[src/rtl/spin_quad_tx.sv]
// spin_quad_tx: transmit side of the spinner delta interface.
// Accepts 9-bit spin packets {toggle, signed delta}. Each change of the toggle bit is a new
// packet. The deltas are summed into a saturating pending-step accumulator, which is then
// replayed as a rate-limited 2-bit quadrature (A/B) stream, one step every STEP_DIV ce pulses.
//
// Ports:
//   clk     - system clock, all state on posedge
//   reset   - asynchronous active-high reset
//   ce      - step-rate clock enable for the step divider
//   spin_in - [8] packet toggle, [7:0] signed delta
//   clear   - synchronous drop of pending steps (phase kept)
//   quad_a  - quadrature A (registered)
//   quad_b  - quadrature B (registered)
//   dir     - direction of last emitted step, 1 = phase increment
//   busy    - pending steps remain (registered)
module spin_quad_tx #(
    parameter int unsigned STEP_DIV   = 64,
    parameter int unsigned ACC_W      = 12,
    parameter bit          INVERT_DIR = 1'b0
) (
    input  logic       clk,
    input  logic       reset,
    input  logic       ce,
    input  logic [8:0] spin_in,
    input  logic       clear,
    output logic       quad_a,
    output logic       quad_b,
    output logic       dir,
    output logic       busy
);

    localparam int unsigned DIV_W = (STEP_DIV > 1) ? $clog2(STEP_DIV) : 1;
    localparam logic [DIV_W-1:0] DIV_MAX = DIV_W'(STEP_DIV - 1);
    localparam logic signed [ACC_W:0] SAT_MAX = {2'b00, {(ACC_W-1){1'b1}}};
    localparam logic signed [ACC_W:0] SAT_MIN = {2'b11, {(ACC_W-1){1'b0}}};

    logic                    tog_r;
    logic                    armed;
    logic signed [ACC_W-1:0] pending;
    logic [DIV_W-1:0]        div_cnt;
    logic [1:0]              phase;

    logic                    packet;
    logic                    step;
    logic                    step_up;
    logic                    phase_fwd;
    logic signed [ACC_W:0]   delta;
    logic signed [ACC_W:0]   add_term;
    logic signed [ACC_W:0]   sub_term;
    logic signed [ACC_W:0]   sum;
    logic signed [ACC_W-1:0] pending_next;
    logic [1:0]              phase_next;

    always_comb begin
        // clear wins over a same-cycle packet and suppresses any step
        packet  = armed & (tog_r ^ spin_in[8]) & ~clear;
        step    = (pending != '0) & ce & (div_cnt == DIV_MAX) & ~clear;
        step_up = ~pending[ACC_W-1];
        delta   = {{(ACC_W-7){spin_in[7]}}, spin_in[7:0]};

        add_term = packet ? delta : '0;
        sub_term = '0;
        if (step) begin
            sub_term = step_up ? (ACC_W+1)'(1) : {(ACC_W+1){1'b1}};
        end

        // One extra bit is enough: |pending + delta - s| < 2^ACC_W for ACC_W >= 9
        sum = {pending[ACC_W-1], pending} + add_term - sub_term;

        if (clear) begin
            pending_next = '0;
        end else if (sum > SAT_MAX) begin
            pending_next = SAT_MAX[ACC_W-1:0];
        end else if (sum < SAT_MIN) begin
            pending_next = SAT_MIN[ACC_W-1:0];
        end else begin
            pending_next = sum[ACC_W-1:0];
        end

        phase_fwd  = step_up ^ INVERT_DIR;
        phase_next = phase;
        if (step) begin
            phase_next = phase_fwd ? phase + 2'd1 : phase - 2'd1;
        end
    end

    always_ff @(posedge clk or posedge reset) begin
        if (reset) begin
            tog_r   <= 1'b0;
            armed   <= 1'b0;
            pending <= '0;
            div_cnt <= '0;
            phase   <= 2'd0;
            quad_a  <= 1'b0;
            quad_b  <= 1'b0;
            dir     <= 1'b0;
            busy    <= 1'b0;
        end else begin
            tog_r   <= spin_in[8];
            armed   <= 1'b1;
            pending <= pending_next;
            phase   <= phase_next;

            if (clear || pending == '0) begin
                div_cnt <= '0;
            end else if (ce) begin
                if (div_cnt == DIV_MAX) begin
                    div_cnt <= '0;
                end else if (pending_next != '0) begin
                    // A cancelling packet holds the divider; it clears next cycle
                    div_cnt <= div_cnt + 1'b1;
                end
            end

            if (step) begin
                dir <= phase_fwd;
            end

            // Gray mapping 0->00, 1->10, 2->11, 3->01
            quad_a <= phase_next[0] ^ phase_next[1];
            quad_b <= phase_next[1];
            busy   <= (pending_next != '0);
        end
    end

endmodule

[config.mk]
export PLATFORM = sky130hd
export DESIGN_NAME = spin_quad_tx
export DESIGN_NICKNAME = d
export VERILOG_FILES = /design/src/rtl/spin_quad_tx.sv
export SDC_FILE = /design/constraint.sdc
export NUM_CORES = 1
export LEC_CHECK = 0
export ABC_CLOCK_PERIOD_IN_PS = 4900
export BUFFER_PORTS_ARGS = -buffer_cell sky130_fd_sc_hd__buf_2
export CAP_MARGIN = 5
export CORE_MARGIN = 5
export CORE_UTILIZATION = 31
export DETAILED_ROUTE_END_ITERATION = 12
export GPL_ROUTABILITY_DRIVEN = 0
export GPL_TIMING_DRIVEN = 1
export PLACE_DENSITY = 0.53
export SYNTH_ARGS = -nofsm -noshare
export SYNTH_HDL_FRONTEND = slang
export SYNTH_SLANG_ARGS = --single-unit
[constraint.sdc]
create_clock -name clk -period 4.9 [get_ports clk]
set_clock_uncertainty 0.05 [all_clocks]
set_input_delay 0.98 -clock clk [delete_from_list [all_inputs] [get_ports clk]]
set_output_delay 0.98 -clock clk [all_outputs]
set_load 0.02 [all_outputs]
== Word level (Yosys, flattened, before mapping) ==
Cells that the tools add are included.
W data, S select, Z words.

* Input bits: 13
* Bits in registers: 26

* Mux-type cells: 12
* Bitwise logic cells: 9
* $add $sub $neg: 5
* Order comparisons: 2
* Eq/ne operators: 1
* Reduce and logical (&&, ||, !) cells: 7

{| class="wikitable"
|+ Operator list
! kind !! count
|-
| $mux W13 || 3
|-
| $mux W12 || 3
|-
| $mux W6 || 4
|-
| $reduce_bool A12 Y1 || 2
|-
| $add A13 B13 Y13 || 1
|-
| $gt A13 B12 Y1 const B || 1
|-
| $lt A13 B12 Y1 const B || 1
|-
| $sub A13 B13 Y13 || 1
|-
| $logic_not A12 Y1 || 1
|-
| $add A6 B1 Y6 const B || 1
|-
| $eq A6 B6 Y1 const B || 1
|-
| $and A1 B1 Y1 || 5
|-
| $mux W2 || 2
|-
| $reduce_bool A3 Y1 || 1
|-
| $add A2 B1 Y2 const B || 1
|-
| $not A1 Y1 || 2
|-
| $reduce_and A2 Y1 || 1
|-
| $reduce_bool A2 Y1 || 1
|-
| $sub A2 B1 Y2 const B || 1
|-
| $xor A1 B1 Y1 || 2
|-
| $logic_or A1 B1 Y1 || 1
|}

== Longest topological paths before layout ==
* Word-level depth: 15
* Depth in mapped cells: 19
* Depth with buffers taken out: 18

== Worst setup path after synthesis ==
OpenSTA, ideal clock, no wires.

* Path kind: input to register
* Start: input port clear
* End: register div_cnt[0]
* Setup slack: -0.062 ns
* Arrival time: 4.830 ns
* Required time: 4.768 ns
* Stages: 18
* Cells stage by stage: clkbuf_1 nand2b_1 nor2_1 nand2_1 inv_1 fa_1 inv_1 ha_1 and3_4 a2111oi_4 o21ai_1 a2111o_1 o21ai_2 xor2_1 a31oi_1 buf_6 nand3b_1 a31oi_1

* Elaborated cells between the ends (all ways): 18
* Those cells by class: add/sub: 2; order compare: 2; mux: 6; bitwise: 3; reduce/logical: 5

{| class="wikitable"
|+ RTL lines
! item !! line !! RTL
|-
| start: declaration || 25 || <nowiki>input logic clear,</nowiki>
|-
| $not A1 Y1 * || 57 || <nowiki>step = (pending != '0) & ce & (div_cnt == DIV_MAX) & ~clear;</nowiki>
|-
| $and A1 B1 Y1 * || 57 ||
|-
| via step || 44 || <nowiki>logic step;</nowiki>
|-
| $mux W13 * || 63 || <nowiki>if (step) begin</nowiki>
|-
| $sub A13 B13 Y13 * || 68 || <nowiki>sum = {pending[ACC_W-1], pending} + add_term - sub_term;</nowiki>
|-
| $lt A13 B12 Y1 || 74 || <nowiki>end else if (sum < SAT_MIN) begin</nowiki>
|-
| $mux W12 || 74 ||
|-
| $mux W12 * || 72 || <nowiki>end else if (sum > SAT_MAX) begin</nowiki>
|-
| $mux W12 * || 70 || <nowiki>if (clear) begin</nowiki>
|-
| $reduce_bool A12 Y1 * || 109 || <nowiki>end else if (pending_next != '0) begin</nowiki>
|-
| $reduce_bool A3 Y1 (no source line) * || n/a ||
|-
| $reduce_and A2 Y1 (no source line) * || n/a ||
|-
| end signal: assignment || 111 || <nowiki>div_cnt <= div_cnt + 1'b1;</nowiki>
|-
| end: declaration || 40 || <nowiki>logic [DIV_W-1:0] div_cnt;</nowiki>
|}

Mark *: on every way through the listed nets, which the timed path passes. The rest lies on a longest branch.
A chain may end at the register's enable or synchronous reset.

== Final worst setup path ==
* Start: register pending[9]
* End: register div_cnt[0]

* Cells in the longest elaborated chain, start to end: 13
* Elaborated cells between the ends (all ways): 19
* Those cells by class: add/sub: 2; order compare: 2; mux: 5; bitwise: 3; reduce/logical: 7

{| class="wikitable"
|+ Ends and longest elaborated chain
! item !! line !! RTL
|-
| start: declaration || 39 || <nowiki>logic signed [ACC_W-1:0] pending;</nowiki>
|-
| start signal: assignment || 101 || <nowiki>pending <= pending_next;</nowiki>
|-
| $reduce_bool A12 Y1 * || 57 ||
|-
| $and A1 B1 Y1 * (3 in series) || 57 ||
|-
| via step || 44 ||
|-
| $mux W13 * || 63 ||
|-
| $sub A13 B13 Y13 * || 68 ||
|-
| $lt A13 B12 Y1 || 74 ||
|-
| $mux W12 || 74 ||
|-
| $mux W12 * || 72 ||
|-
| $mux W12 * || 70 ||
|-
| $reduce_bool A12 Y1 * || 109 ||
|-
| $reduce_bool A3 Y1 (no source line) * || n/a ||
|-
| $reduce_and A2 Y1 (no source line) * || n/a ||
|}

Marked as above.

==> metrics.csv <==
metric,value,unit
post_drt_wl_per_cell,12.7,um
rows,30,
synthFlopType,dfrtp_1,
postLayoutCellArea,2590,um^2
finalNetCount,320,
cts_sinks,25,
cts_buffers,3,
cp-end-kind,flip-flop,
groute.usage.overall,11.2,%
hpwl,3810,um
diodes,0,
path_max_fanout,12,
leakagePower,1.21,nW
path_class,reg -> reg,
syn_area_per_cell,8.77,um^2
timing.rr.start,pending[9],
drt_iter0_drc,67,
mostFrequentLayoutCells,"34 x inv_1, 26 x nand2_1, 25 x dfrtp_1",
drtPass1Iterations,4,
clk_pin_slew,90,ps
grt_overflow,0,
area_growth,19.3,%
min_period_over_period,92.9,%
hold_path.class,reg -> reg,
vias_per_cell,4.69,
cap_viol_max_count,0,
period_needed,4550,ps
vias,1763,
worst_pin_slew,953,ps
synth_seq_cells,25,
yosysSeqAreaShare,28.8,%
ys_types,47,
clockBufferDepth,2,
grt_max_degree,26,
p_per_area,708,nW/um^2
drt_wl_total,4780,um
ios,17,
io_buffers,16,
die_x,93.8,um
worstPathRequired,5040,ps
hold_viol,0,
setup_viol,0,
nFillCells,699,
clk-insertion-delay-late,260,ps
synth_edf_count,0,
final_util,38.2,%
grt_first_pass_wirelength,7980,um
start_util,32.0,%
die_h,93.8,um
antenna_found_initial,0,
r2r_slack,350,ps
antenna_left,0,
crit_end,div_cnt[0],
r2r_cells,19,
cp.arrival,4690,ps
cp-start-kind,flip-flop,
rr_endpoint,div_cnt[0],
cts_max_level,1,
synth_nets,287,
setup_tns,0,ps
yosysWarnings,0,
coreArea,6790,um^2
dieArea,8790,um^2
netlist_area,2170,um^2
cts_hold_buf,0,
drc_errors,0,
status,completed,
final_common_cell,inv_1,
ir_drop,0.000200,V
synth_async_sr_flop_share,100,%
root_buffer,clkbuf_8,
slew_viol_final,0,
multi_input_area,1450,um^2
register_area,626,um^2
placed_area,2470,um^2
grt_pass1_vias,1699,
cts_tree,built,
startpoint,pending[9],
slew_headroom,36.4,%
synth_cells,248,
final_layout_size_suffix_gt1_share,19.6,%
fmax,220,MHz
-- critical path, stage by stage, from the launching register on --
cell	delay, ps
dfrtp_1	430
nor4_2	380
nand3_2	170
nand2b_4	110
nor2_1	60
nand2_1	130
clkinvlp_4	240
fa_1	560
inv_1	50
ha_1	270
a21o_1	230
a2111oi_4	400
o21ai_2	120
a2111o_1	420
o21ai_2	80
xor2_2	170
a31oi_1	90
buf_4	180
nand3b_1	160
a31oi_1	170
-- state kept, by name, summed over array words and instances, names as in the netlist --
register and count:
busy 1, div_cnt 6, dir 1, armed 1, tog_r 1, quad_a 1, pending 12, phase 2
-- where the power goes --
group	leakage, nW	internal (mW)	total [mW]	switching (mW)
Sequential	0.329	0.259	0.298	0.0397
Clock	0.0228	0.0580	0.120	0.0620
Combinational	0.859	0.649	1.42	0.770
-- layout make-up --
class	count	area share, %
inverter	35	5.21
timing repair buffer	34	8.29
sequential	25	24.1
clock buffer	4	1.74
multi-input combinational	182	56.0
tap	96	4.63
-- cells in the mapped netlist (2+ instances only) --
master,count,share of area (%)
fa_1,11,10
o21a_1,2,0.69
nand2b_1,7,2.0
nor3_1,2,0.46
nand3b_1,4,1.4
nand3_1,9,2.1
xnor2_1,6,2.4
o211ai_1,2,0.69
nor2b_1,3,0.86
o2111ai_1,2,0.81
a21oi_1,10,2.3
and3_4,2,1.0
a21o_1,2,0.69
maj3_1,8,3.7
o21ai_0,5,1.2
nor2_1,20,3.5
a31oi_1,7,2.0
dfrtp_1,25,29
clkbuf_1,4,0.69
nand2_1,26,4.5
xor2_1,9,3.6
ha_1,15,8.6
nand4_1,5,1.4
nand4b_1,2,0.81
inv_1,35,6.0
nor4_1,3,0.86
and3_1,2,0.58
-- timing repair --
item                                    CTS  global route
endpoints found under the setup margin    0            17
gates resized for setup                   0            13
setup buffers                             0             3
-- per-stage QoR --
step | std cells | total power, mW | setup WS, ps | hold slack, ps
after global placement | 369 | 1.63 | 89.0 | 435
after CTS | 373 | 1.77 | 103 | 459
after detailed placement | 369 | 1.64 | 51.9 | 438
final | 376 | 1.84 | 346 | 454
after floorplan | 248 | 1.34 | 109 | 441
after global routing | 376 | 2.03 | -6.48 | 489
-- cells by family after synthesis --
logic type	Yosys count	share of synthesized area [%]
xor gates and xnor gates	15	6.04
and+or+nand+nor	91	21.5
other	1	0.172
adders and majority gates	34	22.4
DFF	25	28.8
muxes	1	0.460
buffers and inverters	41	7.48
AOI/OAI and AO/OA	40	13.2
-- layer usage --
layer  GRT usage, %  share of wire, %
met5              0                 0
met4           2.77              0.75
met3           1.04               1.4
met2           17.4                44
met1           16.6                54
-- worst min path at each step --
stage	startpoint	endpoint	slack [ps]	cells after the start
4_1_cts	dir	dir	460	2
5_1_grt	phase[1]	phase[1]	490	1
3_3_place_gp	dir	dir	430	2
6_report	dir	dir	450	2
3_5_place_dp	dir	dir	440	2
2_1_floorplan	phase[0]	phase[0]	440	1
Power figures use the tool's default switching activity.
